### config.mk
export PLATFORM = sky130hd
export DESIGN_NAME = accel_cmd_sequencer
export DESIGN_NICKNAME = d
export VERILOG_FILES = /design/src/rtl/accel_pkg.sv /design/src/rtl/accel_cmd_fifo.sv /design/src/rtl/accel_cmd_sequencer.sv
export SDC_FILE = /design/constraint.sdc
export NUM_CORES = 1
export LEC_CHECK = 0
export ABC_AREA = 1
export CAP_MARGIN = 20
export CORE_MARGIN = 3
export CORE_UTILIZATION = 49
export CTS_CLUSTER_DIAMETER = 60
export DETAILED_ROUTE_END_ITERATION = 7
export MAX_ROUTING_LAYER = met4
export PLACE_DENSITY = 0.94
export REMOVE_ABC_BUFFERS = 1
export SKIP_LAST_GASP = 1
export SLEW_MARGIN = 30
export SYNTH_ARGS = -nofsm -noshare
export SYNTH_HDL_FRONTEND = slang
export SYNTH_SLANG_ARGS = --single-unit
### constraint.sdc
create_clock -name clk -period 4 [get_ports clk]
set_input_delay 0.4 -clock clk [delete_from_list [all_inputs] [get_ports clk]]
set_output_delay 0.4 -clock clk [all_outputs]
set_load 0.02 [all_outputs]
### src/rtl/accel_pkg.sv
// accel_pkg: constants and types shared by the accelerator command sequencer
// and the control unit it drives.
//   - OP_* values written to the control unit's operation register
//   - STATUS_* values written to the control unit's status register
//   - CMD_* 2-bit host command codes (00/11 are illegal)
//   - seq_state_t: sequencer state encoding (ST_ERR only with SEQ_TIMEOUT_EN)
// Optional feature macro: SEQ_TIMEOUT_EN (adds the watchdog ERR state).
package accel_pkg;

  localparam logic [31:0] OP_IDLE      = 32'h0000_0000;
  localparam logic [31:0] OP_MUL       = 32'h0000_0001;
  localparam logic [31:0] OP_CONV      = 32'h0000_0002;

  localparam logic [31:0] STATUS_START = 32'hFFFF_FFFF;
  localparam logic [31:0] STATUS_CLEAR = 32'h0000_0000;

  localparam logic [1:0]  CMD_MUL      = 2'b01;
  localparam logic [1:0]  CMD_CONV     = 2'b10;

  typedef enum logic [2:0] {
    ST_IDLE  = 3'd0,
    ST_LOAD  = 3'd1,
    ST_START = 3'd2,
    ST_CLEAR = 3'd3
`ifdef SEQ_TIMEOUT_EN
    , ST_ERR = 3'd4
`endif
  } seq_state_t;

  // Only MUL and CONV are ever stored in the queue.
  function automatic logic cmd_is_legal(input logic [1:0] code);
    return (code == CMD_MUL) || (code == CMD_CONV);
  endfunction

  // Map a command code onto the control unit's operation register value.
  function automatic logic [31:0] cmd_to_operation(input logic [1:0] code);
    logic [31:0] op;
    case (code)
      CMD_MUL:  op = OP_MUL;
      CMD_CONV: op = OP_CONV;
      default:  op = OP_IDLE;
    endcase
    return op;
  endfunction

endpackage

### src/rtl/accel_cmd_fifo.sv
// accel_cmd_fifo: DEPTH x 2-bit command queue.
// Ports:
//   clk, reset_n        clock, asynchronous active-low reset
//   push, push_data     write request / command code (ignored when full)
//   pop                 read request (ignored when empty)
//   pop_data            head of queue (valid while !empty)
//   full, empty         derived from registered pointers
// Pointers carry one extra wrap bit so full and empty are distinguishable.
module accel_cmd_fifo
  import accel_pkg::*;
#(
  parameter int DEPTH = 4
) (
  input  logic       clk,
  input  logic       reset_n,
  input  logic       push,
  input  logic [1:0] push_data,
  input  logic       pop,
  output logic [1:0] pop_data,
  output logic       full,
  output logic       empty
);

  localparam int AW = $clog2(DEPTH);

  logic [AW:0] wr_ptr_r;
  logic [AW:0] rd_ptr_r;
  logic [1:0]  mem_r [DEPTH];
  logic        do_push_s;
  logic        do_pop_s;

  assign do_push_s = push && !full;
  assign do_pop_s  = pop && !empty;

  assign empty    = (wr_ptr_r == rd_ptr_r);
  assign full     = (wr_ptr_r[AW] != rd_ptr_r[AW]) &&
                    (wr_ptr_r[AW-1:0] == rd_ptr_r[AW-1:0]);
  assign pop_data = mem_r[rd_ptr_r[AW-1:0]];

  // Pointer and storage update; push and pop may happen in the same cycle.
  always_ff @(posedge clk or negedge reset_n) begin
    if (!reset_n) begin
      wr_ptr_r <= '0;
      rd_ptr_r <= '0;
      for (int i = 0; i < DEPTH; i++) begin
        mem_r[i] <= 2'b00;
      end
    end else begin
      if (do_push_s) begin
        mem_r[wr_ptr_r[AW-1:0]] <= push_data;
        wr_ptr_r <= wr_ptr_r + {{AW{1'b0}}, 1'b1};
      end
      if (do_pop_s) begin
        rd_ptr_r <= rd_ptr_r + {{AW{1'b0}}, 1'b1};
      end
    end
  end

endmodule

### src/rtl/accel_cmd_sequencer.sv
// accel_cmd_sequencer: queues host MUL/CONV commands and runs the
// operation/status/finished handshake with the accelerator control unit.
// Ports:
//   clk, reset_n            clock, asynchronous active-low reset
//   cmd_valid, cmd_op       host command offer (01 MUL, 10 CONV, else illegal)
//   cmd_ready               !full; an offer is taken when valid && ready
//   operation, status       registers driven to the control unit
//   finished                handshake response from the control unit
//   busy                    state is not IDLE
//   done_pulse, done_op     one-cycle completion strobe and its command code
//   done_count              wrapping completion counter
//   illegal_pulse           one-cycle strobe for an accepted illegal code
//   err, err_clear          watchdog error / clear (SEQ_TIMEOUT_EN only)
// Optional feature macro: SEQ_TIMEOUT_EN.
module accel_cmd_sequencer
  import accel_pkg::*;
#(
  parameter int DEPTH          = 4,
  parameter int CNT_W          = 16,
  parameter int TIMEOUT_CYCLES = 65535
) (
  input  logic             clk,
  input  logic             reset_n,
  input  logic             cmd_valid,
  input  logic [1:0]       cmd_op,
  output logic             cmd_ready,
  output logic [31:0]      operation,
  output logic [31:0]      status,
  input  logic             finished,
  output logic             busy,
  output logic             done_pulse,
  output logic [1:0]       done_op,
  output logic [CNT_W-1:0] done_count,
  output logic             illegal_pulse
`ifdef SEQ_TIMEOUT_EN
  , output logic           err,
  input  logic             err_clear
`endif
);

  seq_state_t state_r;
  logic [1:0] cur_op_r;
  logic       accept_s;
  logic       fifo_push_s;
  logic       fifo_pop_s;
  logic [1:0] fifo_head_s;
  logic       fifo_full_s;
  logic       fifo_empty_s;

  assign cmd_ready   = !fifo_full_s;
  assign accept_s    = cmd_valid && cmd_ready;
  // Illegal codes are consumed from the host but never enter the queue.
  assign fifo_push_s = accept_s && cmd_is_legal(cmd_op);
  assign fifo_pop_s  = (state_r == ST_IDLE) && !fifo_empty_s;

  accel_cmd_fifo #(
    .DEPTH (DEPTH)
  ) u_fifo (
    .clk       (clk),
    .reset_n   (reset_n),
    .push      (fifo_push_s),
    .push_data (cmd_op),
    .pop       (fifo_pop_s),
    .pop_data  (fifo_head_s),
    .full      (fifo_full_s),
    .empty     (fifo_empty_s)
  );

`ifdef SEQ_TIMEOUT_EN
  localparam logic [31:0] TIMEOUT_LIM = 32'(TIMEOUT_CYCLES);
  logic [31:0] timer_r;
`else
  logic [31:0] timeout_unused_s;
  assign timeout_unused_s = 32'(TIMEOUT_CYCLES);
`endif

  // Illegal-command strobe, one cycle after the accepting edge.
  always_ff @(posedge clk or negedge reset_n) begin
    if (!reset_n) begin
      illegal_pulse <= 1'b0;
    end else begin
      illegal_pulse <= accept_s && !cmd_is_legal(cmd_op);
    end
  end

  // Handshake state machine; every output it drives is registered.
  always_ff @(posedge clk or negedge reset_n) begin
    if (!reset_n) begin
      state_r    <= ST_IDLE;
      operation  <= OP_IDLE;
      status     <= STATUS_CLEAR;
      busy       <= 1'b0;
      done_pulse <= 1'b0;
      done_op    <= 2'b00;
      done_count <= '0;
      cur_op_r   <= 2'b00;
`ifdef SEQ_TIMEOUT_EN
      timer_r    <= 32'd0;
      err        <= 1'b0;
`endif
    end else begin
      done_pulse <= 1'b0;
      case (state_r)
        ST_IDLE: begin
          status <= STATUS_CLEAR;
          if (!fifo_empty_s) begin
            operation <= cmd_to_operation(fifo_head_s);
            cur_op_r  <= fifo_head_s;
            busy      <= 1'b1;
            state_r   <= ST_LOAD;
          end else begin
            busy <= 1'b0;
          end
        end
        ST_LOAD: begin
          // operation has been stable for a full cycle; raise the start strobe.
          status  <= STATUS_START;
          state_r <= ST_START;
`ifdef SEQ_TIMEOUT_EN
          timer_r <= 32'd0;
`endif
        end
        ST_START: begin
          // status drops on the same edge finished is seen, so the control
          // unit never observes start together with finished after this.
          if (finished) begin
            status  <= STATUS_CLEAR;
            state_r <= ST_CLEAR;
`ifdef SEQ_TIMEOUT_EN
            timer_r <= 32'd0;
          end else if (timer_r >= TIMEOUT_LIM) begin
            status    <= STATUS_CLEAR;
            operation <= OP_IDLE;
            err       <= 1'b1;
            state_r   <= ST_ERR;
          end else begin
            timer_r <= timer_r + 32'd1;
`else
          end else begin
            state_r <= ST_START;
`endif
          end
        end
        ST_CLEAR: begin
          status <= STATUS_CLEAR;
          if (!finished) begin
            operation  <= OP_IDLE;
            done_op    <= cur_op_r;
            done_count <= done_count + {{(CNT_W-1){1'b0}}, 1'b1};
            done_pulse <= 1'b1;
            busy       <= 1'b0;
            state_r    <= ST_IDLE;
`ifdef SEQ_TIMEOUT_EN
          end else if (timer_r >= TIMEOUT_LIM) begin
            operation <= OP_IDLE;
            err       <= 1'b1;
            state_r   <= ST_ERR;
          end else begin
            timer_r <= timer_r + 32'd1;
`else
          end else begin
            state_r <= ST_CLEAR;
`endif
          end
        end
`ifdef SEQ_TIMEOUT_EN
        ST_ERR: begin
          // Queue keeps filling but is not popped until err is cleared.
          status    <= STATUS_CLEAR;
          operation <= OP_IDLE;
          if (err_clear) begin
            err     <= 1'b0;
            busy    <= 1'b0;
            state_r <= ST_IDLE;
          end else begin
            busy <= 1'b1;
          end
        end
`endif
        default: begin
          state_r   <= ST_IDLE;
          status    <= STATUS_CLEAR;
          operation <= OP_IDLE;
          busy      <= 1'b0;
        end
      endcase
    end
  end

endmodule

==> metrics.md <==
| Metric | Value |
|---|---|
| Synth area leader | dfrtp_1 |
| Clock buffer depth | 2 |
| Top cells by area, synth | dfrtp_1 (39%), buf_4 (17%), nand2_1 (13%) |
| First-pass GRT wire length | 8.07 mm |
| Worst vdd ir | 0.328 mV |
| Final ANT Viol Nets | 0 |
| Comb pwr share | 55.3% |
| Die Ht | 79.7 um |
| Clock Root Buffer | clkbuf_8 |
| Initial Util | 51.5% |
| CP endpoint kind | primary output |
| Largest net degree at the start of global routing | 43 |
| Ys async rst share | 100% |
| Max Cap Violations | 0 |
| Post-synth cell types | 28 |
| Synth Area in XOR/XNOR | 5.50% |
| Die area | 6350 sq um |
| Vias in the first global route | 1,883 |
| Core outline area | 5170 sq um |
| Net switching fraction of the power | 45.8% |
| Placed Area | 3000 sq um |
| Die W | 79.7 um |
| Total gr overflow | 0 |
| Highest Clock Rate | 434 MHz |
| GPL Wtd Cong | 0.872 |
| Most common cell in the synthesized netlist | nand2_1 |
| Cell at the slowest stage of the critical path | dfrtp_1 |
| Hold Buf Count CTS | 0 |
| RSZ-0062 raised after global routing | false |
| Crit-path leading delay family | flip-flops |
| Syn_area_per_cell | 8.26 sq um |
| Dpl ws | 1.94 ns |
| Fin Clk Skew | 0.0118 ns |
| Avg WL per Cell | 11.3 um |
| Setup TNS | 0 ns |
| Share of layout cells above drive strength 1 | 7.54% |
| CTS buffer count | 5 |
| Post-CTS resize count | 0 |
| Via/cell ratio | 4.66 |
| Leakage power | 1.53 nW |
| Top FF cell, synth | dfrtp_1 |
| Seq pwr share | 32.1% |
| Final Cycle Share | 57.6% |
| Worst slew pin tran | 0.779 ns |
| Fraction of the mapped netlist area in adder cells | 4.70% |
| Crit Path Class | reg -> out |
| Final Hold Viols | 0 |
| Setup WS post-layout | 1.69 ns |
| Reg2reg path depth | 8 |
| Power Dens Cells | 731 nW/um^2 |
| Slew margin rel. | 48.1% |
| Boundary Pins | 92 |
| Antenna violations before repair | 0 |
| Final Net Count | 373 |
| Clock sink count | 42 |
| EDFF count, synth | 0 |
| # port buffers | 61 |
| Drt total wl | 4.85 mm |
| Worst-path maximum fanout | 33 |
| Fin Hold WS | 0.0647 ns |
| Top post-synthesis cells by count | nand2_1 (91), buf_4 (62), dfrtp_1 (42) |
| Final Max Tran Viols | 0 |
| H-tree Lvls | 2 |
| Synthesis-stage register bit count | 42 |
| Clk slew on worst S/H paths | 0.09 ns |
| DPL Wire Length | 3.80 mm |
| ANT cells | 0 |
| Clk_lat worst skew | 0.30 ns |
| Tot GR Track Use | 16.5% |
| Synth Area in Simple Gates | 23.1% |
| Area Growth Syn to Fin | 16.2% |
| Drt pass-1 iters | 4 |
| CP startpoint kind | flip-flop |
| Status | finished clean |
| Hold Path Class | in -> async |
| Worst Path Arrival | 1.91 ns |
| Crit path depth | 1 |
| Synth Area in Compound Gates | 3.90% |
| Largest family of logic cells by synthesized area | buffers and inverters |
| DRC | 0 |
| Mapped Cells | 322 |
| Crit path buf inv count | 1 |
| Via count | 1,995 |
| Setup repair bufs after CTS | 0 |
| DR iter-0 viols | 115 |
| Total chip power | 2.26 mW |
| Reg-to-reg startpoint | state_r[1] |
| Post-layout min period | 2.31 ns |
| Mapped cell area | 2660 sq um |
| Yosys warnings | 0 |
| Power share of the clock group | 12.6% |
| Sequential area share after synthesis | 39.5% |
| CTS tree | yes |
| Post-synth top area share | 39.5% |
| CP Cell Sequence | clkdlybuf4s50_1 |
| Worst Setup SP | status[30] |
| Cell Rows | 26 |
| Sw Pwr | 1.04 mW |
| CP max stage delay | 0.86 ns |
| Fin area | 3090 sq um |
| Worst Path Required | 3.60 ns |
| Final setup violation count | 0 |
| Power Internal | 1.22 mW |
| Mux cell area share after synthesis | 0% |
final cells by class:
cell class              instances  area [sq um]
inverters                      40           150
flip-flops and latches         42          1050
fillers                       424          2080
clock inverters                 3          23.8
clock buffers                   5          68.8
multi-input cells             207          1100
well taps                      70          87.6
repair buffers                 61           608
state kept, by name, summed over array words and instances, names as in the netlist, 2 cells and up:
| register | count |
|---|---|
| operation | 2 |
| state_r | 2 |
| u_fifo.wr_ptr_r | 3 |
| done_count | 16 |
| u_fifo.mem_r | 8 |
| done_op | 2 |
| cur_op_r | 2 |
| u_fifo.rd_ptr_r | 3 |
layer usage:
layer / routed length [um] / share of wire (%) / GRT usage (%)
met1: 1970 / 41 / 18.1
met2: 2410 / 50 / 27.8
met3: 400 / 8.3 / 5.08
met4: 68 / 1.4 / 7.22
met5: 0 / 0 / -
metrics by stage:
stage | std cells | utilization [%]
floorplan | 289 | -
global placement | 420 | 58.0
detailed placement | 420 | 58.0
CTS | 428 | 59.7
global route | 428 | 59.8
finish | 428 | 59.8
power groups by stage:
stage               sequential (mW)  clock (mW)  combinational (mW)
global placement              0.718           0                1.22
CTS                           0.724       0.290                1.26
global route                  0.749       0.307                1.38
detailed placement            0.732           0                1.26
finish                        0.725       0.285                1.25
floorplan                     0.935           0               0.528
cells by family (layout without fill, tap and decap cells):
kind of cell,after synthesis,in the layout
simple gates,133,133
buf+inv,102,109
flops,42,42
compound gates,19,19
xor+xnor,15,15
fa+ha+maj,10,10
other cells,1,30
path summary, 6_finish.rpt:
check                      slack [ns]               to
max in group asynchronous        3.58  u_fifo.mem_r[5]
setup reg to reg                 2.21   done_count[15]
hold reg to reg                  0.49  u_fifo.mem_r[5]
min in group clk                 0.49  u_fifo.mem_r[5]
setup / recovery                 1.69       status[13]
hold / removal                   0.06      cur_op_r[1]
cell usage in the layout (no fill, tap or decap), types with 2 or more instances in the layout:
| cell type | count |
|---|---|
| inv_2 | 5 |
| nor2_2 | 4 |
| xnor2_1 | 5 |
| clkdlybuf4s50_1 | 60 |
| nor3_1 | 3 |
| xor2_1 | 8 |
| nand3b_1 | 2 |
| nand3_1 | 6 |
| nor4_1 | 2 |
| nor2_4 | 2 |
| nand3_4 | 2 |
| a21oi_1 | 3 |
| inv_1 | 35 |
| clkbuf_8 | 5 |
| o21ai_1 | 5 |
| conb_1 | 30 |
| o21ai_0 | 7 |
| nand4_1 | 6 |
| clkinvlp_4 | 2 |
| o211ai_1 | 3 |
| nor2_1 | 12 |
| dfrtp_1 | 42 |
| ha_1 | 10 |
| nand2_1 | 91 |
No activity file was read; power rests on OpenSTA's default activity.
